File: src/rtl/imuldiv_three_mul_resp_ser_pkg.sv
// Shared encodings and widths for the three-input multiplier response serializer.
package imuldiv_three_mul_resp_ser_pkg;

  // One output beat is a 32-bit word; a full product spans three beats.
  localparam int BEAT_W   = 32;
  localparam int N_BEATS  = 3;
  localparam int RESULT_W = N_BEATS * BEAT_W;

  // Per-message output mode. The reserved code is treated like MODE_LO.
  typedef enum logic [1:0] {
    MODE_FULL = 2'b00,
    MODE_LO   = 2'b01,
    MODE_SAT  = 2'b10,
    MODE_RSVD = 2'b11
  } mode_e;

  // Message-holding FSM states.
  typedef enum logic {
    S_EMPTY = 1'b0,
    S_SEND  = 1'b1
  } state_e;

  // Index of the final beat of a message in the given mode.
  function automatic logic [1:0] last_bidx(input mode_e mode);
    return (mode == MODE_FULL) ? 2'(N_BEATS - 1) : 2'd0;
  endfunction

endpackage

File: src/rtl/imuldiv_sat96to32.sv
// Purely combinational clamp of a signed 96-bit value to the signed 32-bit range.
module imuldiv_sat96to32
  import imuldiv_three_mul_resp_ser_pkg::*;
(
  input  logic [RESULT_W-1:0] in_result,
  output logic [BEAT_W-1:0]   out_value,
  output logic                out_sat
);

  // The value fits in 32 signed bits exactly when bits [95:31] are all equal.
  logic in_range;
  assign in_range = (&in_result[RESULT_W-1:BEAT_W-1]) || (~|in_result[RESULT_W-1:BEAT_W-1]);

  // Pass the low word through when in range, otherwise clamp toward the sign.
  always_comb begin
    out_value = in_result[BEAT_W-1:0];
    out_sat   = 1'b0;
    if (!in_range) begin
      out_sat   = 1'b1;
      out_value = in_result[RESULT_W-1] ? 32'h8000_0000 : 32'h7FFF_FFFF;
    end
  end

endmodule

File: src/rtl/imuldiv_three_mul_resp_ser.sv
// Response serializer: buffers one 96-bit product and emits it as 32-bit beats
// (full 3-beat, low word only, or saturated), streaming back-to-back messages.
module imuldiv_three_mul_resp_ser
  import imuldiv_three_mul_resp_ser_pkg::*;
(
  input  logic                clk,
  input  logic                reset,
  input  logic [RESULT_W-1:0] in_msg_result,
  input  logic [1:0]          in_msg_mode,
  input  logic                in_val,
  output logic                in_rdy,
  output logic [BEAT_W-1:0]   out_msg_data,
  output logic                out_msg_last,
  output logic                out_msg_sat,
  output logic                out_val,
  input  logic                out_rdy
);

  state_e              state_reg, state_next;
  logic [RESULT_W-1:0] result_reg, result_next;
  mode_e               mode_reg, mode_next;
  logic [1:0]          bidx_reg, bidx_next;

  logic [BEAT_W-1:0]   beat_word [N_BEATS];
  logic [BEAT_W-1:0]   sat_value;
  logic                sat_flag;
  logic                beat_last;
  logic                xfer_last;
  logic                accept;

  // Split the held product into its beat words, low word first.
  generate
    for (genvar gi = 0; gi < N_BEATS; gi++) begin : g_beat
      assign beat_word[gi] = result_reg[gi*BEAT_W +: BEAT_W];
    end
  endgenerate

  // Saturation works on the latched product, never on the live input.
  imuldiv_sat96to32 u_sat (
    .in_result (result_reg),
    .out_value (sat_value),
    .out_sat   (sat_flag)
  );

  assign out_val      = (state_reg == S_SEND);
  assign beat_last    = (bidx_reg == last_bidx(mode_reg));
  assign out_msg_last = out_val && beat_last;
  assign out_msg_sat  = out_val && (mode_reg == MODE_SAT) && sat_flag;

  // A new message can enter while idle or on the cycle the last beat leaves,
  // which is what lets consecutive products stream without a bubble.
  assign xfer_last = out_val && out_rdy && beat_last;
  assign in_rdy    = (state_reg == S_EMPTY) || xfer_last;
  assign accept    = in_val && in_rdy;

  // Beat mux: select the output word from the held message and beat index.
  always_comb begin
    out_msg_data = '0;
    if (out_val) begin
      case (mode_reg)
        MODE_FULL: begin
          case (bidx_reg)
            2'd0:    out_msg_data = beat_word[0];
            2'd1:    out_msg_data = beat_word[1];
            default: out_msg_data = beat_word[2];
          endcase
        end
        MODE_SAT: out_msg_data = sat_value;
        default:  out_msg_data = beat_word[0];
      endcase
    end
  end

  // Next-state logic: latch on acceptance, advance bidx on each beat transfer.
  always_comb begin
    state_next  = state_reg;
    result_next = result_reg;
    mode_next   = mode_reg;
    bidx_next   = bidx_reg;
    case (state_reg)
      S_EMPTY: begin
        if (accept) begin
          state_next  = S_SEND;
          result_next = in_msg_result;
          mode_next   = mode_e'(in_msg_mode);
          bidx_next   = 2'd0;
        end
      end
      S_SEND: begin
        if (out_rdy) begin
          if (beat_last) begin
            if (accept) begin
              state_next  = S_SEND;
              result_next = in_msg_result;
              mode_next   = mode_e'(in_msg_mode);
              bidx_next   = 2'd0;
            end else begin
              state_next = S_EMPTY;
              bidx_next  = 2'd0;
            end
          end else begin
            bidx_next = bidx_reg + 2'd1;
          end
        end
      end
      default: begin
        state_next = S_EMPTY;
        bidx_next  = 2'd0;
      end
    endcase
  end

  // State, message and beat-index registers; reset drops any held message.
  always_ff @(posedge clk) begin
    if (reset) begin
      state_reg  <= S_EMPTY;
      result_reg <= '0;
      mode_reg   <= MODE_FULL;
      bidx_reg   <= 2'd0;
    end else begin
      state_reg  <= state_next;
      result_reg <= result_next;
      mode_reg   <= mode_next;
      bidx_reg   <= bidx_next;
    end
  end

endmodule

File: config.mk
export PLATFORM = sky130hd
export DESIGN_NAME = imuldiv_three_mul_resp_ser
export DESIGN_NICKNAME = d
export VERILOG_FILES = /design/src/rtl/imuldiv_three_mul_resp_ser_pkg.sv /design/src/rtl/imuldiv_sat96to32.sv /design/src/rtl/imuldiv_three_mul_resp_ser.sv
export SDC_FILE = /design/constraint.sdc
export NUM_CORES = 1
export LEC_CHECK = 0
export CAP_MARGIN = 10
export CORE_MARGIN = 8
export CORE_UTILIZATION = 44
export DETAILED_ROUTE_END_ITERATION = 12
export MAX_ROUTING_LAYER = met4
export PLACE_DENSITY = 0.75
export SETUP_SLACK_MARGIN = 0.05
export SYNTH_ARGS = -nofsm -noshare
export SYNTH_HDL_FRONTEND = slang
export SYNTH_SLANG_ARGS = --single-unit
File: constraint.sdc
create_clock -name clk -period 2.03 [get_ports clk]
set_clock_uncertainty 0.1 [all_clocks]
set_input_delay 0.203 -clock clk [delete_from_list [all_inputs] [get_ports clk]]
set_output_delay 0.203 -clock clk [all_outputs]
set_load 0.01 [all_outputs]
==> metrics.md <==
| Metric | Value |
|---|---|
| Post-layout net count | `1077` |
| Required @ worst endpoint | `1.73 ns` |
| Count of hold-fix buffers inserted at cts | `0` |
| Mean Syn Cell Area | `between 7 and 8 um^2` |
| Static Leakage | `4.08 nW` |
| Fraction of final layout cells sized beyond drive strength 1 | `48.7%` |
| Area overhead of the layout relative to synthesis | `95.4%` |
| Cell chosen for the clock root | `sky130_fd_sc_hd__clkbuf_16` |
| Total of flip-flops plus latches after synthesis | `101` |
| Routed vias | `around 7300` |
| Antenna violations before repair | `0` |
| Starting utilization of the core area | `45.3%` |
| # setup viols final | `132` |
| Detail-routed net length per standard cell | `26.6 um` |
| Pin count of the biggest net entering global routing | `42` |
| Clock period minus worst slack | `3.13 ns` |
| Data arrival time of the critical path | `2.83 ns` |
| Post-route total power | `6.48 mW` |
| Share of the clock period used by the worst path | `154%` |
| Maximum frequency from static timing analysis | `319 MHz` |
| Total Routed Length | `29800 um` |
| RePlAce Congestion | `0.941` |
| Sum of overflow across all layers after global routing | `0` |
| Max-capacitance violation count | `0` |
| Sequential cell area fraction in the yosys report | `38.8%` |
| Sort of element at the end of the critical path | `output pin` |
| Distinct cell type count of the synthesized netlist | `28` |
| Vias per cell | `6.52` |
| Final-report max-slew violation count | `0` |
| Number of buffers inserted during clock tree synthesis | `9` |
| Areal power density over the cells | `635 nW/um^2` |
| Violations in the final reports | `setup timing` |
| Clk sink count | `101` |
| Hold Fails Final Rpt | `0` |
| CTS tree | `done` |
| Crit Path Class | `flip-flop to output pin` |
| Library cell with the largest summed area after synthesis | `sky130_fd_sc_hd__dfxtp_1` |
| Unrepaired setup endpoints after global routing | `true` |
| Total standard cell area after synthesis | `around 5200 um^2` |
| Type of the tightest min-delay check | `input port to flip-flop` |
| Initial DRT Pass Iterations | `9` |
| Synth area leaders | `sky130_fd_sc_hd__dfxtp_1 39%, sky130_fd_sc_hd__nand2_1 17%, sky130_fd_sc_hd__a21oi_1 9.7%` |
| Largest fanout of any net on the critical path | `7` |
| Transition time of the tightest slew-check pin | `between 0.7 and 0.8 ns` |
| # rows | `39` |
| Core Area | `11500 um^2` |
| Ports | `138` |
| YS warnings | `0` |
| Depth of the CTS H-tree | `3` |
| R2r worst-path depth | `12` |
| Worst hold path stage count | `3` |
| Detail Route Antenna Nets | `0` |
| Clock tree buffer depth | `2` |
| Critical path startpoint category | `flip-flop` |
| Fraction of synthesized cell area taken by the top area cell type | `a little under 40%` |
| Wire length of the first global-routing pass | `approximately 35000 um` |
| Synthesized netlist net count | `826` |
| Worst-case vdd ir drop | `832 uV` |
| Number of diodes | `0` |
| Half-perimeter wire length of the detailed placement result | `approximately 15000 um` |
| Clock insertion delay at the later pin of the skew report | `0.37 ns` |
| CTS clock-pin slew for the worst setup and hold paths | `roughly 0.080 ns` |
| DRC violations left | `0` |
| # fillers | `513` |
| PortBufs | `137` |
| Flip-flop count of the largest register after layout | `96` |
| Die ar. | `15600 um^2` |
| Die height | `125 um` |
| Count of mapped cells out of synthesis | `722` |
| Die extent in x | `125 um` |
| Number of DRC markers in iteration 0 | `1051` |
| Status | `finished with violations` |
| Final worst-path setup slack | `-1.10 ns` |
| Global-route usage over all layers | `28.9%` |
| Vias in the first global route | `6621` |
| Worst slack, placed | `-1.14 ns` |
| Headroom to the max-slew limit | `about half` |
## through the flow
step	TNS [ns]	hold slack [ns]	cells	cell area [um^2]	util [%]
2_1_floorplan	-5.86	0.231	722	5620	-
3_3_place_gp	-33.34	0.372	1057	7890	68.5
3_5_place_dp	-34.02	0.374	1057	7890	68.5
4_1_cts	-34.55	0.234	1098	8670	75.3
5_1_grt	-54.51	0.300	1121	10200	88.5
6_report	-48.93	0.294	1121	10200	88.5
## critical path, cell delays in order, from the launching register on
cell                        delay [ns]
sky130_fd_sc_hd__dfxtp_1          0.43
sky130_fd_sc_hd__nand4_1          0.14
sky130_fd_sc_hd__or4_1            0.52
sky130_fd_sc_hd__nor3_2           0.17
sky130_fd_sc_hd__nand4_1          0.18
sky130_fd_sc_hd__a41o_4           0.28
sky130_fd_sc_hd__buf_12           0.16
sky130_fd_sc_hd__clkbuf_16        0.18
sky130_fd_sc_hd__a311oi_4         0.21
sky130_fd_sc_hd__buf_2            0.18
## what timing repair did
action                                  CTS  global route
endpoints found under the setup margin   47           132
cloned                                    8            16
setup buffers                            17             9
pin swaps                                31           147
resized for setup                       201           292
hold endpoints to repair                  0             0
## worst paths after layout
check | startpoint | to | slack, ns
setup / recovery | result_reg[54] | out_msg_data[23] | -1.10
hold / removal | in_msg_result[21] | result_reg[21] | 0.29
setup reg to reg | mode_reg[0] | result_reg[89] | -0.24
hold reg to reg | result_reg[18] | result_reg[18] | 0.39
## metal layers
metal / wire (um) / part of all wire, % / track usage (%)
met4: 2300 / 7.7 / 13.2
met5: 0 / 0 / -
met2: 13800 / 46 / 46.8
met1: 10500 / 35 / 32.9
met3: 3260 / 11 / 7.45
## placed cells by master, fill, tap and decap left out, types with 2 or more instances in the layout
| master | instances |
|---|---|
| sky130_fd_sc_hd__nand2_1 | 122 |
| sky130_fd_sc_hd__buf_4 | 107 |
| sky130_fd_sc_hd__clkdlybuf4s50_1 | 101 |
| sky130_fd_sc_hd__a21oi_2 | 91 |
| sky130_fd_sc_hd__dfxtp_1 | 91 |
| sky130_fd_sc_hd__nand2_4 | 85 |
| sky130_fd_sc_hd__inv_1 | 36 |
| sky130_fd_sc_hd__nand3_1 | 34 |
| sky130_fd_sc_hd__a22oi_1 | 32 |
| sky130_fd_sc_hd__buf_2 | 32 |
| sky130_fd_sc_hd__o21ai_0 | 31 |
| sky130_fd_sc_hd__a311oi_4 | 30 |
| sky130_fd_sc_hd__nand2_2 | 24 |
| sky130_fd_sc_hd__clkbuf_16 | 21 |
| sky130_fd_sc_hd__nand4_1 | 20 |
| sky130_fd_sc_hd__buf_12 | 17 |
| sky130_fd_sc_hd__buf_6 | 14 |
| sky130_fd_sc_hd__nor4_1 | 9 |
| sky130_fd_sc_hd__a21oi_1 | 9 |
| sky130_fd_sc_hd__buf_16 | 9 |
| sky130_fd_sc_hd__dfxtp_2 | 9 |
| sky130_fd_sc_hd__nor4_2 | 8 |
| sky130_fd_sc_hd__nor2_1 | 4 |
| sky130_fd_sc_hd__nand2_8 | 4 |
| sky130_fd_sc_hd__buf_8 | 4 |
| sky130_fd_sc_hd__nor3_1 | 3 |
| sky130_fd_sc_hd__bufinv_16 | 3 |
| sky130_fd_sc_hd__nor4_4 | 2 |
| sky130_fd_sc_hd__nor3_2 | 2 |
| sky130_fd_sc_hd__nor2_2 | 2 |
| sky130_fd_sc_hd__ha_1 | 2 |
## layout make-up
| type | instances | area [um^2] | share of cell area [%] |
|---|---|---|---|
| multi-input combinational | 527 | 4400 | 43.2 |
| timing repair buffer | 298 | 3090 | 30.4 |
| sequential | 101 | 2040 | 20.0 |
| clock buffer | 11 | 243 | 2.38 |
| tap | 143 | 179 | 1.76 |
| inverter | 36 | 135 | 1.33 |
| clock inverter | 5 | 106 | 1.04 |
## report_power, final
group,switching (mW),internal (mW)
Combinational,1.16,1.02
Sequential,0.128,2.10
Clock,0.825,1.24
## cell families (layout without fill, tap and decap cells)
logic type | Yosys count | count (layout) | synth area share [%]
AND/OR/NAND/NOR | 323 | 324 | 26.3
AO/OA/AOI/OAI | 201 | 201 | 27.0
flip-flops | 101 | 101 | 38.8
buffers and inverters | 95 | 350 | 7.48
adder cells (fa/ha/maj) | 2 | 2 | 0.480
## synth_stat cells
library cell,number
sky130_fd_sc_hd__nor3_1,6
sky130_fd_sc_hd__a21o_1,1
sky130_fd_sc_hd__a21oi_1,101
sky130_fd_sc_hd__or4_1,1
sky130_fd_sc_hd__a311oi_1,1
sky130_fd_sc_hd__buf_1,2
sky130_fd_sc_hd__inv_1,36
sky130_fd_sc_hd__o211ai_1,1
sky130_fd_sc_hd__o21a_1,1
sky130_fd_sc_hd__nor2_1,6
sky130_fd_sc_hd__buf_2,9
sky130_fd_sc_hd__nor3b_1,1
sky130_fd_sc_hd__a22oi_1,32
sky130_fd_sc_hd__nand2_1,234
sky130_fd_sc_hd__buf_6,3
sky130_fd_sc_hd__clkbuf_1,45
sky130_fd_sc_hd__a41o_1,1
sky130_fd_sc_hd__nand3_1,34
sky130_fd_sc_hd__a31oi_1,1
sky130_fd_sc_hd__ha_1,2
sky130_fd_sc_hd__and2_1,1
sky130_fd_sc_hd__a21boi_0,1
sky130_fd_sc_hd__dfxtp_1,101
sky130_fd_sc_hd__nand4_1,20
sky130_fd_sc_hd__a311oi_2,30
sky130_fd_sc_hd__nor4_1,19
sky130_fd_sc_hd__o21ai_0,31
sky130_fd_sc_hd__and2b_1,1
Power figures use the tool's default switching activity.
